File: src/rtl/elevator_pkg.sv
// Elevator controller shared definitions.
// Car command encodings, FSM state type and default floor count.
package elevator_pkg;
  localparam int NUM_FLOORS_DEF = 5;

  localparam logic [1:0] CMD_STOP = 2'b00;
  localparam logic [1:0] CMD_DOWN = 2'b10;
  localparam logic [1:0] CMD_UP   = 2'b11;

  typedef enum logic [2:0] {
    FSM_IDLE,
    FSM_STEP,
    FSM_SETTLE,
    FSM_DOOR,
    FSM_FAULT
  } fsm_e;
endpackage

File: src/rtl/elev_req_sched.sv
// Pending-call register with above/below/at-floor reductions.
// Out-of-range floor_cur yields no at-floor match.
module elev_req_sched
  import elevator_pkg::*;
#(
  parameter int NUM_FLOORS = NUM_FLOORS_DEF
) (
  input  logic                  clk,
  input  logic                  rst_n,
  input  logic [NUM_FLOORS-1:0] call_btn,
  input  logic [4:0]            floor_cur,
  input  logic                  clr_cur,
  output logic [NUM_FLOORS-1:0] pending,
  output logic                  any_above,
  output logic                  any_below,
  output logic                  at_floor,
  output logic                  call_here
);
  logic [NUM_FLOORS-1:0] pending_q, pending_d;

  always_comb begin
    pending_d = pending_q | call_btn;
    any_above = 1'b0;
    any_below = 1'b0;
    at_floor  = 1'b0;
    call_here = 1'b0;
    for (int i = 0; i < NUM_FLOORS; i++) begin
      if (int'(floor_cur) == i) begin
        at_floor  = pending_q[i];
        call_here = call_btn[i];
        // clearing also swallows a call arriving on the same edge
        if (clr_cur) pending_d[i] = 1'b0;
      end
      if (i > int'(floor_cur)) any_above = any_above | pending_q[i];
      if (i < int'(floor_cur)) any_below = any_below | pending_q[i];
    end
  end

  always_ff @(posedge clk or negedge rst_n) begin
    if (!rst_n) pending_q <= '0;
    else        pending_q <= pending_d;
  end

  assign pending = pending_q;
endmodule

File: src/rtl/elevator_ctrl.sv
// SCAN elevator controller: step/settle/door FSM with sticky fault.
// All outputs are registered; the scheduler owns the pending calls.
module elevator_ctrl
  import elevator_pkg::*;
#(
  parameter int NUM_FLOORS    = NUM_FLOORS_DEF,
  parameter int TRAVEL_CYCLES = 4,
  parameter int DOOR_CYCLES   = 8
) (
  input  logic                  clk,
  input  logic                  rst_n,
  input  logic [NUM_FLOORS-1:0] call_btn,
  input  logic [4:0]            floor_cur,
  output logic [1:0]            state,
  output logic [NUM_FLOORS-1:0] pending,
  output logic                  door_open,
  output logic                  fault
);
  // the IDLE re-evaluation cycle is the last of the travel stop cycles
  localparam logic [7:0] SETTLE_LOAD = 8'(TRAVEL_CYCLES - 2);
  localparam logic [7:0] DOOR_LOAD   = 8'(DOOR_CYCLES - 1);

  fsm_e       fsm_q, fsm_d;
  logic [7:0] cnt_q, cnt_d;
  logic       dir_up_q, dir_up_d;
  logic [1:0] state_q, state_d;
  logic       door_q, door_d;
  logic       fault_q, fault_d;

  logic clr_cur, any_above, any_below, at_floor, call_here;
  logic bad_floor, top_floor, bot_floor, go_up, go_down;

  elev_req_sched #(
    .NUM_FLOORS(NUM_FLOORS)
  ) u_sched (
    .clk      (clk),
    .rst_n    (rst_n),
    .call_btn (call_btn),
    .floor_cur(floor_cur),
    .clr_cur  (clr_cur),
    .pending  (pending),
    .any_above(any_above),
    .any_below(any_below),
    .at_floor (at_floor),
    .call_here(call_here)
  );

  assign bad_floor = int'(floor_cur) >= NUM_FLOORS;
  assign top_floor = int'(floor_cur) == NUM_FLOORS - 1;
  assign bot_floor = floor_cur == 5'd0;

  always_comb begin
    go_up   = dir_up_q ? any_above : (any_above && !any_below);
    go_down = dir_up_q ? (any_below && !any_above) : any_below;
  end

  always_comb begin
    fsm_d    = fsm_q;
    cnt_d    = cnt_q;
    dir_up_d = dir_up_q;
    state_d  = CMD_STOP;
    door_d   = 1'b0;
    fault_d  = fault_q;
    clr_cur  = 1'b0;
    if (bad_floor || fsm_q == FSM_FAULT) begin
      fsm_d   = FSM_FAULT;
      fault_d = 1'b1;
    end else begin
      unique case (fsm_q)
        FSM_IDLE: begin
          if (at_floor) begin
            fsm_d   = FSM_DOOR;
            cnt_d   = DOOR_LOAD;
            door_d  = 1'b1;
            clr_cur = 1'b1;
          end else if (go_up && !top_floor) begin
            fsm_d    = FSM_STEP;
            dir_up_d = 1'b1;
            state_d  = CMD_UP;
          end else if (go_down && !bot_floor) begin
            fsm_d    = FSM_STEP;
            dir_up_d = 1'b0;
            state_d  = CMD_DOWN;
          end
        end
        FSM_STEP: begin
          fsm_d = FSM_SETTLE;
          cnt_d = SETTLE_LOAD;
        end
        FSM_SETTLE: begin
          if (cnt_q == 8'd0) fsm_d = FSM_IDLE;
          else               cnt_d = cnt_q - 8'd1;
        end
        FSM_DOOR: begin
          clr_cur = 1'b1;
          door_d  = 1'b1;
          if (call_here) begin
            cnt_d = DOOR_LOAD;
          end else if (cnt_q == 8'd0) begin
            fsm_d  = FSM_IDLE;
            door_d = 1'b0;
          end else begin
            cnt_d = cnt_q - 8'd1;
          end
        end
        FSM_FAULT: fault_d = 1'b1;
      endcase
    end
  end

  always_ff @(posedge clk or negedge rst_n) begin
    if (!rst_n) begin
      fsm_q    <= FSM_IDLE;
      cnt_q    <= 8'd0;
      dir_up_q <= 1'b1;
      state_q  <= CMD_STOP;
      door_q   <= 1'b0;
      fault_q  <= 1'b0;
    end else begin
      fsm_q    <= fsm_d;
      cnt_q    <= cnt_d;
      dir_up_q <= dir_up_d;
      state_q  <= state_d;
      door_q   <= door_d;
      fault_q  <= fault_d;
    end
  end

  assign state     = state_q;
  assign door_open = door_q;
  assign fault     = fault_q;
endmodule

File: config.mk
export PLATFORM = sky130hd
export DESIGN_NAME = elevator_ctrl
export DESIGN_NICKNAME = d
export VERILOG_FILES = /design/src/rtl/elevator_pkg.sv /design/src/rtl/elev_req_sched.sv /design/src/rtl/elevator_ctrl.sv
export SDC_FILE = /design/constraint.sdc
export NUM_CORES = 1
export LEC_CHECK = 0
export BUFFER_PORTS_ARGS = -buffer_cell sky130_fd_sc_hd__buf_2
export CORE_MARGIN = 3
export CORE_UTILIZATION = 60
export DETAILED_ROUTE_END_ITERATION = 8
export GPL_ROUTABILITY_DRIVEN = 1
export PLACE_DENSITY_LB_ADDON = 0.08
export SYNTH_ARGS = -nofsm -noshare
export SYNTH_HDL_FRONTEND = slang
export SYNTH_SLANG_ARGS = --single-unit
File: constraint.sdc
create_clock -name clk -period 3.8 [get_ports clk]
set_clock_uncertainty 0.2 [all_clocks]
set_input_delay 1.14 -clock clk [delete_from_list [all_inputs] [get_ports clk]]
set_output_delay 1.14 -clock clk [all_outputs]
set_load 0.02 [all_outputs]
==> results, run 1 <==
- The flow ran to the end, and the final reports show no timing, DRC or antenna violations.
- In the final layout, the share of cells above drive strength 1 is 0.2330.
- The final setup TNS is 0 ns.
- Clock-pin slew was measured on the worst setup and hold paths at 0.11 ns.
- The antenna violation net count after detailed routing is 0.
- The number of cells on the worst reg-to-reg path is 6.
- The filler cells instantiated in the layout total 181.
- The average instance area after synthesis is 9.245 um2.
- The initial core utilization is 0.6437.
- Internal power comes to 0.2792 mW.
- Of the total power, the share spent switching nets is 0.2540.
- Across all hold checks on the routed design, the worst slack comes to 0.2996 ns.
- The first-pass GRT wire length is 5.568 mm.
- In the layout the commonest cells are 20 x sky130_fd_sc_hd__dfrtp_1, 20 x sky130_fd_sc_hd__buf_2, 14 x sky130_fd_sc_hd__nor2_1.
- Sorting the synthesized cells by area gives the leading types as sky130_fd_sc_hd__dfrtp_1 34%, sky130_fd_sc_hd__o32a_1 4.1%, sky130_fd_sc_hd__nor2_1 3.6%, sky130_fd_sc_hd__o211ai_1 3.1%, sky130_fd_sc_hd__nand2_1 2.8%.
- The number of clock buffers added by TritonCTS is 3.
- For this block, the initial DRC count from the detailed router was 46.
- Summed over all layers, the global routing overflow is 0.
- No sink is reached through more buffers than the 2 on the longest clock path.
- The largest single stage delay on the critical path is 0.38 ns.
- The classification of the worst setup path is input pin to flip-flop.
- For the finished layout, the period the worst path requires is 2.937 ns.
- The total of max-cap violations is 0.
- The count of buffers added by post-CTS timing repair for setup is 0.
- The clock tree from TritonCTS is yes.
- The number of clock sinks is 21.
- The pin count of the biggest net entering global routing is 22.
- The total detailed-routing wirelength is 3.499 mm.
- The number of enable flip-flop cells after synthesis is 0.
- Routability-driven placement finished with a final weighted congestion of 0.9155.
- For the pin with the worst max-slew slack, the measured transition is 0.4669 ns.
- STA puts the critical path data required time at 3.80 ns.
- The arrival time at the worst endpoint is 2.94 ns.
- From left edge to right edge, the die measures 55.19 um.
- Hold repair after CTS inserted 0 buffers.
- The tightest min-delay check is of the flip-flop to flip-flop type.
- The area of all sequential standard cells is 526.8 um2.
- The antenna diode instance count is 0.
- The floorplan core area is 0.002255 mm2.
- In the synthesized netlist the async set-or-reset flop fraction comes to 1.000.
- The share of the Yosys chip area taken by registers is 0.3629.
- Setup repair after global routing left no endpoint under its margin.
- Setup violations remaining at the end of the flow were counted as 0.
- STA classifies the critical path endpoint as a flip-flop.
- The CTS H-tree depth is 1.
- The via count of the first global-routing pass was 1230.
- In the final design database the tool counted 191 nets.
- The maximum ir drop on the vdd rail is 0.2235 mV.
- The peak fanout along the critical path is 10.
- The part of the power in the clock network is 0.285.
- The multi-input combinational cell area is 854.6 um2.
- The standby leakage power is 0.6341 nW.
- Of the total power, combinational logic draws 0.109.
- The via count is 1368.
- The number of nets in the synthesized netlist is 171.
- In the finished design, the share of the clock period the worst path needs comes to 0.7728.
- After floorplanning, the core was divided into 17 placement rows.
- The slowest library cell on the worst path is sky130_fd_sc_hd__a2111oi_4.
- The worst slew margin relative to its limit is 0.6866.
- The number of slew-limit violations in the final report is 0.
- For this run, the total global-route usage over all layers was measured as 0.2589.
- The power share of the sequential group is 0.606.
- After technology mapping, the gate count stands at 157.
- The number of optimization iterations in the first detailed-route pass is 4.
- The area of the die is 0.003045 mm2.
- In the final routed layout, each cell accounts on average for 17.15 um.
- Clock latency on the worst-skew pair, taken at its later pin, is 0.30 ns.
- The count of pins on the block boundary is 21.
- The prevailing post-synth register cell is sky130_fd_sc_hd__dfrtp_1.
- The switching power is 0.09504 mW.
- The residual DRC count is 0.
- The cell area that synthesis handed to floorplanning was 0.001451 mm2.
- The critical path goes through buf_2 -> nor3_2 -> o2bb2ai_1 -> o2111ai_2 -> a2111oi_4 -> a211oi_2 -> mux2_4.
- In this run the clock root is driven by a sky130_fd_sc_hd__clkbuf_4.
- The area share of the largest cell type after synthesis is 0.3448.
- In the routed layout, each cell is associated on average with a via count of 6.706.
- Port buffering added 20 buffers.
- The total count of hold-check failures in the final report is 0.
- The area growth from synthesis to final layout is 9.914%.
- The number of antenna violations at the first check in global routing is 0.
- Derived from the worst setup path, the maximum achievable clock frequency is 340.5 MHz.
- The number of flip-flops and latches in the synthesized netlist is 21.
- The areal power density over the cells is 234.6 mW/mm2.
- The largest total area in the synthesized netlist belongs to sky130_fd_sc_hd__dfrtp_1.
- The synthesized netlist contains 57 unique library cells.
- The number of warnings printed during yosys synthesis is 0.
- The worst setup path is launched from an input pin.
- The total half-perimeter wirelength after legalization and detailed placement is 2.695 mm.
- The height of the chip is 55.19 um.
- The number of instances on the worst hold path is 2.
- Gates resized during post-CTS repair numbered 0.
- The total power after layout is 0.3742 mW.
[routing by layer]
| layer | vias to the layer above | part of all wire | wire [um] | global-route usage |
|---|---|---|---|---|
| met5 | - | 0 | 0 | 0 |
| met4 | 0 | 0.025 | 87 | 0.1134 |
| met3 | 12 | 0.083 | 292 | 0.07507 |
| met2 | 68 | 0.45 | 1584 | 0.3839 |
| met1 | 643 | 0.44 | 1535 | 0.3484 |
| li1 | 645 | - | - | - |
[Yosys cell counts (all sizes together) (2+ instances only)]
| cell | count |
|---|---|
| nor2b | 4 |
| buf | 4 |
| nor3 | 5 |
| nor2 | 14 |
| nand2 | 11 |
| o21ai | 10 |
| a41oi | 2 |
| a22o | 3 |
| ha | 2 |
| a21o | 2 |
| o211ai | 6 |
| o31a | 2 |
| and2 | 3 |
| a21oi | 7 |
| clkbuf | 3 |
| o21a | 2 |
| nand4b | 2 |
| a31oi | 2 |
| nand3 | 5 |
| dfrtp | 20 |
| o2bb2ai | 3 |
| nor4 | 3 |
| or2 | 2 |
| nand2b | 2 |
| a211oi | 2 |
| inv | 9 |
| o32a | 6 |
[flip-flops by register name, indices dropped and copies added, names as in the netlist]
register,flops
cnt_q,8
fault,1
u_sched.pending,5
door_open,1
fsm_q,3
dir_up_q,1
state,2
[power groups by stage]
| stage | clock [mW] | sequential (mW) | combinational, mW |
|---|---|---|---|
| floorplan | 0 | 0.231 | 0.0246 |
| global placement | 0 | 0.231 | 0.0386 |
| detailed placement | 0 | 0.231 | 0.0402 |
| CTS | 0.113 | 0.227 | 0.0406 |
| global route | 0.122 | 0.227 | 0.0448 |
| finish | 0.107 | 0.227 | 0.0408 |
[area by class of cell]
type                    count  area share
flip-flops and latches     21      0.3302
clock buffers               3     0.01412
multi-input cells         120      0.5357
inverters                   9     0.02118
repair buffers             22     0.07216
clock inverters             1    0.004706
well taps                  28     0.02196
[worst paths after layout]
check                                      from  slack, ns              endpoint
setup / recovery                   floor_cur[2]       0.86  fsm_q[1]$_DFFE_PN0P_
hold / removal             dir_up_q$_DFFE_PN1P_       0.30  dir_up_q$_DFFE_PN1P_
setup reg to reg           cnt_q[3]$_DFFE_PN0P_       1.43  fsm_q[1]$_DFFE_PN0P_
hold reg to reg            dir_up_q$_DFFE_PN1P_       0.30  dir_up_q$_DFFE_PN1P_
max in group asynchronous                 rst_n       2.49  dir_up_q$_DFFE_PN1P_
min in group asynchronous                 rst_n       0.57   door_open$_DFF_PN0_
[per-stage QoR]
stage                     setup WS (ns)  utilization  area [um2]  instances
after floorplan                  0.8410            -        1451        157
after global placement           0.6132       0.6942        1565        200
after detailed placement         0.5566       0.6942        1565        200
after CTS                        0.8937       0.7075        1595        204
after global routing             0.7624       0.7075        1595        204
final                            0.8634       0.7075        1595        204
[cells by family after synthesis]
family	count (synthesis)	share of synthesized area
mux	1	0.01034
fa+ha+maj	2	0.01724
compound gates	61	0.3474
simple gates	56	0.2138
buf+inv	16	0.04827
flops	21	0.3629
[worst max-delay path, delay by kind of cell]
family	cells	cell delay (ns)
compound gates	4	0.96
buf+inv	1	0.16
mux	1	0.31
simple gates	1	0.36
No activity file was read; power rests on OpenSTA's default activity.
==> run 2, diff against run 1 <==
--- a/config.mk
+++ b/config.mk
@@ -5,9 +5,10 @@
 export SDC_FILE = /design/constraint.sdc
 export NUM_CORES = 1
 export LEC_CHECK = 0
+export ABC_AREA = 1
 export BUFFER_PORTS_ARGS = -buffer_cell sky130_fd_sc_hd__buf_2
 export CORE_MARGIN = 3
-export CORE_UTILIZATION = 60
+export CORE_UTILIZATION = 51
 export DETAILED_ROUTE_END_ITERATION = 8
 export GPL_ROUTABILITY_DRIVEN = 1
 export PLACE_DENSITY_LB_ADDON = 0.08
==> constraint.sdc (replaced) <==
create_clock -name clk -period 2.4 [get_ports clk]
set_clock_uncertainty 0.2 [all_clocks]
set_input_delay 0.72 -clock clk [delete_from_list [all_inputs] [get_ports clk]]
set_output_delay 0.72 -clock clk [all_outputs]
set_load 0.02 [all_outputs]
==> run 2 against run 1 <==
Against the previous run:
- sequential power up 56%
- sequential cell count unchanged
- largest power group unchanged
- synthesized cell count up 25%
- register-to-register slack worse by 0.95 ns
- utilization down 8.8 points
- non-clock buffer count down 2
- die area up 14%
==> results, run 2 <==
- Each instance of the synthesized netlist takes up on average 7.277 um2.
- The height of the chip is 58.89 um.
- Of the available clock period, the critical path in the final layout requires 0.8214.
- The classification of the worst-slack hold path is input pin to asynchronous set/reset pin.
- For this design, the CTS-stage hold fixing added 0 buffers.
- Setup repair after global routing left no endpoint under its margin.
- The number of antenna violations at the first check in global routing came to 0.
- The final critical path time including I/O delays and setup is 1.971 ns.
- The total half-perimeter wirelength after legalization and detailed placement is 2.600 mm.
- The most frequent cell on the critical path is sky130_fd_sc_hd__nand2_2.
- CTS built an H-tree with a depth of 1.
- Of the post-synthesis cell area, the dominant cell type holds 0.3509.
- STA puts the critical path data arrival time at 1.98 ns.
- The register with the most flip-flops in the layout has 8 of them.
- The initial utilization of the core area, before any placement, comes to 0.5556.
- The buffer type at the clock tree root is sky130_fd_sc_hd__clkbuf_4.
- The detailed router's first-iteration violation count is 92.
- The pin count of the biggest net entering global routing is 22.
- The worst slack on hold paths is 0.1500 ns.
- The first TritonRoute pass finished after 4 iterations.
- The via count of the first global-routing pass was 1250.
- The total number of placement rows is 18.
- The clock passes through at most 2 buffers.
- The die extent in x is 58.89 um.
- The antenna diode instance count is 0.
- Of the synthesized area, sequential elements account for 0.3693.
- In the final routed layout, each cell accounts on average for 13.29 um.
- Leaving out fill and tap cells, the most frequent cell in the layout is sky130_fd_sc_hd__nand2_1.
- The final layout contains routed wiring with a total length of 3.323 mm.
- The residual DRC count is 0.
- The sort of element at the start of the critical path is an input pin.
- At the later pin of the worst-skew pair, clock insertion delay measures 0.31 ns.
- The clock tree from TritonCTS is yes.
- The number of enable flip-flop cells after synthesis is 0.
- The detailed-route vias per instance is 5.448.
- The fraction of registers with async set or reset after synthesis is 1.000.
- The type of destination of the critical path is a flip-flop.
- Sorting the synthesized cells by how often they occur yields 44 x sky130_fd_sc_hd__nand2_1, 24 x sky130_fd_sc_hd__inv_1, 23 x sky130_fd_sc_hd__nor2_1, 20 x sky130_fd_sc_hd__dfrtp_1, 17 x sky130_fd_sc_hd__nand3_1.
- The count of buffers added by post-CTS timing repair for setup is 0.
- The final setup TNS is 0 ns.
- The global routing usage summed across all routing layers is 0.2153.
- In this run, distinct cell masters in the synthesized netlist total 31.
- The run finished with clean final reports.
- Ranked by total cell area, the synthesized netlist is headed by sky130_fd_sc_hd__dfrtp_1 35%, sky130_fd_sc_hd__nand2_1 12%, sky130_fd_sc_hd__inv_1 6.3%, sky130_fd_sc_hd__nor2_1 6.1%, sky130_fd_sc_hd__nand3_1 6.0%.
- The slowest library cell on the worst path is sky130_fd_sc_hd__nor2_4.
- After technology mapping, the gate count stands at 196.
- The classification of the worst setup path is input pin to flip-flop.
- In this run the tightest slew margin relative to its limit is 0.6738.
- The count of input and output buffers is 20.
- Summed over all layers, the global routing overflow is 0.
- The most common cell in the synthesized netlist is sky130_fd_sc_hd__nand2_1.
- The count of pins on the block boundary is 21.
- The number of warnings printed during yosys synthesis is 0.
- The transition time of the tightest slew-check pin is 0.4893 ns.
- Detailed routing inserted a total of 1362 vias.
- The number of slew-limit violations in the final report came to 0.
- The number of flip-flops and latches in the synthesized netlist is 21.
- The core region is 0.002567 mm2.
- Once the clock tree was built, the resizer swapped 0 gates to a different size.
- The standby leakage power is 0.7984 nW.
- The area growth from synthesis to final layout is 11.58%.
- The fill cell instance count of the final layout is 242.
- Setup violations remaining at the end of the flow were counted as 0.
- Counting every sink on the clock net gives 21.
- For this design the ratio of total power to cell area is 366.4 mW/mm2.
- The largest stage delay on the critical path is 0.22 ns.
- The maximum clock rate is 507.3 MHz.
- The total of max-cap violations is 0.
- The count of nets left with antenna violations once routing finished came out at 0.
- The net total in the final layout is 235.
- The number of nets in the synthesized netlist is 210.
- The number of clock buffers inserted by TritonCTS is 3.
- The post-synthesis instance area is 0.001426 mm2.
- The clock input transition at the sequential cells of the worst setup and hold paths is 0.12 ns.
- In this run the worst path has a maximum fanout of 9.
- Traced cell by cell, the critical path runs through buf_2 -> nor2_4 -> nand2_2 -> inv_2 -> nand3_1 -> nand2_1 -> inv_1 -> nand4_2 -> nand2_2 -> nand2_2 -> nor2_1 -> nand2_1 -> o21ai_1.
- The library cell with the largest summed area after synthesis is sky130_fd_sc_hd__dfrtp_1.
- The maximum ir drop on the vdd rail is 0.2817 mV.
- The required time of the critical path is 2.41 ns.
- The total count of hold-check failures in the final report is 0.
- The first global-routing pass estimated 5.637 mm of wire.
- At the end of routability-driven placement, the weighted congestion stood at 0.8932.
- In the final layout, the share of cells above drive strength 1 is 0.2636.
- The register with the most flip-flops in the final layout is cnt_q.
- The library cells used most frequently in the layout, excluding fill and tap cells, are 44 x sky130_fd_sc_hd__nand2_1, 24 x sky130_fd_sc_hd__inv_1, 23 x sky130_fd_sc_hd__nor2_1.
- For this run, the leading register cell type out of synthesis is sky130_fd_sc_hd__dfrtp_1.
- The die covers 0.003467 mm2.
## run 2: cell count changes after synthesis, sizes merged, moves of 4 or more
cell,delta
o32a,-6
nor2,+17
nor2b,-4
buf,-4
xor2,+4
nand4,+9
nand3,+14
o211ai,-5
nand2,+40
inv,+21
## run 2: metal layers
layer  GRT usage  up-vias  wire, um
li1            -      683         -
met1      0.3182      617      1592
met2      0.3091       57      1418
met3     0.04386        5       264
met4     0.07767        0        46
met5           0        -         0
## run 2: report_power, final
| group | leakage, nW | internal (mW) | switching [mW] |
|---|---|---|---|
| clock | 0.0177 | 0.0623 | 0.114 |
| combinational | 0.548 | 0.0157 | 0.0371 |
| sequential | 0.233 | 0.354 | 0.000000000000000260 |
## run 2: area by class of cell
type | instances | area [um2] | share of cell area
multi-input cells | 144 | 782.0 | 0.4914
flip-flops and latches | 21 | 526.8 | 0.3310
inverters | 31 | 117.6 | 0.07390
repair buffers | 20 | 100.1 | 0.06289
well taps | 30 | 37.54 | 0.02358
clock buffers | 3 | 22.52 | 0.01415
clock inverters | 1 | 5.005 | 0.003145
## run 2: stage by stage
stage	util	cells	area, um2	worst slack [ns]	power [mW]
after floorplan	-	196	1426	0.4484	0.3881
after global placement	0.6092	246	1564	0.1485	0.4112
after detailed placement	0.6092	246	1564	0.1204	0.4129
after CTS	0.6199	250	1592	0.4762	0.5956
after global routing	0.6199	250	1592	0.3076	0.6119
final	0.6199	250	1592	0.4287	0.5832
## run 2: path summary, 6_finish.rpt
check	from	end	slack, ns	cells after the start
setup / recovery	floor_cur[3]	cnt_q[6]$_DFFE_PN0P_	0.43	13
hold reg to reg	fault$_DFFE_PN0P_	fault$_DFFE_PN0P_	0.27	1
hold / removal	rst_n	u_sched.pending[4]$_DFF_PN0_	0.15	1
max in group asynchronous	rst_n	dir_up_q$_DFFE_PN1P_	1.50	1
setup reg to reg	cnt_q[0]$_DFFE_PN0P_	cnt_q[6]$_DFFE_PN0P_	0.48	9
min in group clk	fault$_DFFE_PN0P_	fault$_DFFE_PN0P_	0.27	1
## run 2: cells by family after synthesis
kind of cell | Yosys count | share of synthesized area
buf+inv | 31 | 0.08245
flops | 21 | 0.3693
compound gates | 24 | 0.1044
xor+xnor | 4 | 0.02456
fa+ha+maj | 2 | 0.01754
simple gates | 114 | 0.4018
## run 2: critical path: cells and delay by family
kind	cells	cell delay (ns)
buffers and inverters	3	0.28
AND/OR/NAND/NOR	9	0.92
AO/OA/AOI/OAI	1	0.06
==> run 3, diff against run 2 <==
--- a/config.mk
+++ b/config.mk
@@ -8,7 +8,7 @@
 export ABC_AREA = 1
 export BUFFER_PORTS_ARGS = -buffer_cell sky130_fd_sc_hd__buf_2
 export CORE_MARGIN = 3
-export CORE_UTILIZATION = 51
+export CORE_UTILIZATION = 56
 export DETAILED_ROUTE_END_ITERATION = 8
 export GPL_ROUTABILITY_DRIVEN = 1
 export PLACE_DENSITY_LB_ADDON = 0.08
==> constraint.sdc (replaced) <==
create_clock -name clk -period 2 [get_ports clk]
set_clock_uncertainty 0.2 [all_clocks]
set_input_delay 0.6 -clock clk [delete_from_list [all_inputs] [get_ports clk]]
set_output_delay 0.6 -clock clk [all_outputs]
set_load 0.02 [all_outputs]
==> run 3 against run 2 <==
Against the previous run:
- register-to-register slack worse by 0.36 ns
- total power increased by 23%
- largest power group unchanged
- critical endpoint is now cnt_q[3]$_DFFE_PN0P_
- combinational power grew 31%
- clock power grew 26%
- first-iteration DRC count down 67%
==> results, run 3 (synthesized netlist as in run 2, its figures left out) <==
- The first global-routing pass estimated 5.947 mm of wire.
- The total count of hold-check failures in the final report is 0.
- Buffers placed on the I/O ports in this run total 20.
- Setup violations remaining at the end of the flow were counted as 0.
- The via count of the first global-routing pass is 1407.
- The number of clock buffers added by TritonCTS is 3.
- Once detail routing completed, the nets flagged for antenna violations numbered 0.
- The filler-free cell count of the finished design is 256.
- The origin of the critical flop-to-flop path is cnt_q[0]$_DFFE_PN0P_.
- STA classifies the critical path startpoint as a flip-flop.
- The layout cell share with drive strength beyond 1 is 0.2895.
- The routed design could run at a clock period as short as 1.875 ns.
- Entering global routing, the biggest net connects 22 pins.
- Across all register-to-register paths, the minimum setup slack is 0.12 ns.
- The worst pin sits at a relative slew slack of 0.6705.
- The floorplan step defined a die boundary enclosing 0.003189 mm2.
- The total half-perimeter wirelength after legalization and detailed placement is 2.585 mm.
- The detailed-route wire length per cell is 13.02 um.
- The worst setup path is captured at a flip-flop.
- The total of max-cap violations is 0.
- The final clock period utilization by the worst path is 0.9375.
- The maximum clock rate is 533.3 MHz.
- The number of placed instances, taps included, is 251.
- The clock tree from TritonCTS is yes.
- In this run the number of H-tree levels came out at 1.
- The endpoint identified for the worst register-to-register timing path is cnt_q[3]$_DFFE_PN0P_.
- Buffers inserted to repair hold after CTS numbered 0.
- The number of clock sinks is 21.
- The layout has 184 filler cells.
- The areal power density over the cells is 431.0 mW/mm2.
- In this run the static leakage power is 0.8278 nW.
- The global routing usage summed across all routing layers is 0.2321.
- The total number of placement rows is 17.
- The initial core utilization is 0.6152.
- The slowest stage of the critical path belongs to the cell sky130_fd_sc_hd__dfrtp_1.
- The top cell types in the final layout, fill and taps aside, are 44 x sky130_fd_sc_hd__nand2_1, 24 x sky130_fd_sc_hd__inv_1, 23 x sky130_fd_sc_hd__nor2_1.
- Overall power consumption after layout is estimated at 0.7173 mW.
- The detailed router's first-iteration violation count is 30.
- The clock insertion delay at the later pin of the skew report is 0.33 ns.
- The tightest min-delay check is of the input pin to asynchronous set/reset pin type.
- The number of antenna violations at the first check in global routing came to 0.
- The flip-flop count of the largest register after layout is 8.
- The required time of the critical path is 2.06 ns.
- The number of slew-limit violations in the final report came to 0.
- The classification of the worst setup path is flip-flop to flip-flop.
- The via count is 1383.
- The number of antenna diodes in the final layout is 0.
- The core region is 0.002318 mm2.
- The critical path goes through inv_1 -> ha_1 -> nand4_4 -> inv_1 -> nor3_4 -> buf_4 -> nand4_1 -> o21ai_1.
- The register with the most flip-flops is cnt_q.
- The clock input transition at the sequential cells of the worst setup and hold paths is 0.13 ns.
- Counting cells, the worst reg-to-reg path comes to 8.
- STA puts the critical path data arrival time at 1.93 ns.
- The net total in the final layout is 243.
- The most frequent cell on the critical path is sky130_fd_sc_hd__inv_1.
- The buffer type at the clock tree root is sky130_fd_sc_hd__clkbuf_4.
- The final global-route overflow total is 0.
- The routability congestion estimate from global placement is 0.9476.
- The residual DRC count is 0.
- The number of optimization iterations in the first detailed-route pass is 4.
- The transition time of the tightest slew-check pin is 0.4943 ns.
- Setup repair after global routing left no endpoint under its margin.
- The run finished with clean final reports.
- The detailed-route vias per instance is 5.402.
- At the end of the flow the core is filled with cells to 0.7178.
- No sink is reached through more buffers than the 2 on the longest clock path.
- In this run the worst path has a maximum fanout of 6.
- The total detailed-routing wirelength is 3.334 mm.
- The count of pins on the block boundary is 21.
- On the worst path, the slowest cell contributes a delay of 0.44 ns.
- The most common library cell in the layout ignoring fill and taps is sky130_fd_sc_hd__nand2_1.
- The floorplan step set the die height to 56.47 um.
- The die extent in x is 56.47 um.
- From synthesis to final layout, the design area changed by 16.67%.
- VDD sags by at most 0.3847 mV.
## run 3: changes by cell type in the layout (fill, tap and decap cells not counted)
cell and delta:
sky130_fd_sc_hd__nand4_2 -1, sky130_fd_sc_hd__buf_4 +8, sky130_fd_sc_hd__nor3_4 +1, sky130_fd_sc_hd__nor3_2 -1
sky130_fd_sc_hd__nand4_4 +1
## run 3: cell type report
class                   count  area, um2  share of cell area
multi-input cells         144      797.0              0.4789
flip-flops and latches     21      526.8              0.3165
repair buffers             28      160.2             0.09624
inverters                  31      117.6             0.07068
well taps                  28      35.03             0.02105
clock buffers               3      22.52             0.01353
clock inverters             1      5.005            0.003008
## run 3: critical path: cells and delay by family, from the launching register on
kind                       cells  cell delay, ns
and+or+nand+nor                3            0.44
adders and majority gates      1            0.24
AOI/OAI and AO/OA              1            0.15
DFF                            1            0.44
buffers and inverters          3            0.34
## run 3: what timing repair did
item,4_1_cts,5_1_grt
endpoints found under the setup margin,0,2
buffers inserted,0,1
gates resized for setup,0,2
## run 3: power by group
part | internal [mW] | total [mW] | switching [mW] | leakage, nW
Sequential | 0.425 | 0.425 | 0.000000000000000318 | 0.233
Combinational | 0.0247 | 0.0693 | 0.0446 | 0.578
Clock | 0.0752 | 0.223 | 0.148 | 0.0177
Total | 0.524 | 0.717 | 0.193 | 0.828
## run 3: worst max path at each step
stage	cells past startpoint	to	from	slack [ns]
2_1_floorplan	12	cnt_q[6]$_DFFE_PN0P_	floor_cur[3]	0.17
4_1_cts	9	cnt_q[5]$_DFFE_PN0P_	cnt_q[0]$_DFFE_PN0P_	0.08
3_5_place_dp	13	cnt_q[5]$_DFFE_PN0P_	floor_cur[3]	-0.14
6_report	8	cnt_q[3]$_DFFE_PN0P_	cnt_q[0]$_DFFE_PN0P_	0.12
5_1_grt	8	fsm_q[1]$_DFFE_PN0P_	fsm_q[1]$_DFFE_PN0P_	0.002
3_3_place_gp	13	cnt_q[5]$_DFFE_PN0P_	floor_cur[3]	-0.11
## run 3: stage by stage
step	setup slack [ns]	hold WS, ns	cell area, um2	TNS [ns]
CTS	0.07613	0.01906	1642	0
global route	0.002438	0.03380	1664	0
global placement	-0.1070	0.2487	1614	-0.4832
detailed placement	-0.1428	0.2507	1614	-1.104
floorplan	0.1684	0.1044	1426	0
finish	0.1250	0.01262	1664	0
## run 3: layer usage
layer / vias up / track usage / part of all wire / wire (um)
li1: 706 / - / - / -
met1: 624 / 0.3160 / 0.45 / 1505
met2: 46 / 0.3680 / 0.47 / 1554
met3: 7 / 0.02759 / 0.064 / 215
met4: 0 / 0.1017 / 0.018 / 59
met5: - / 0 / 0 / 0
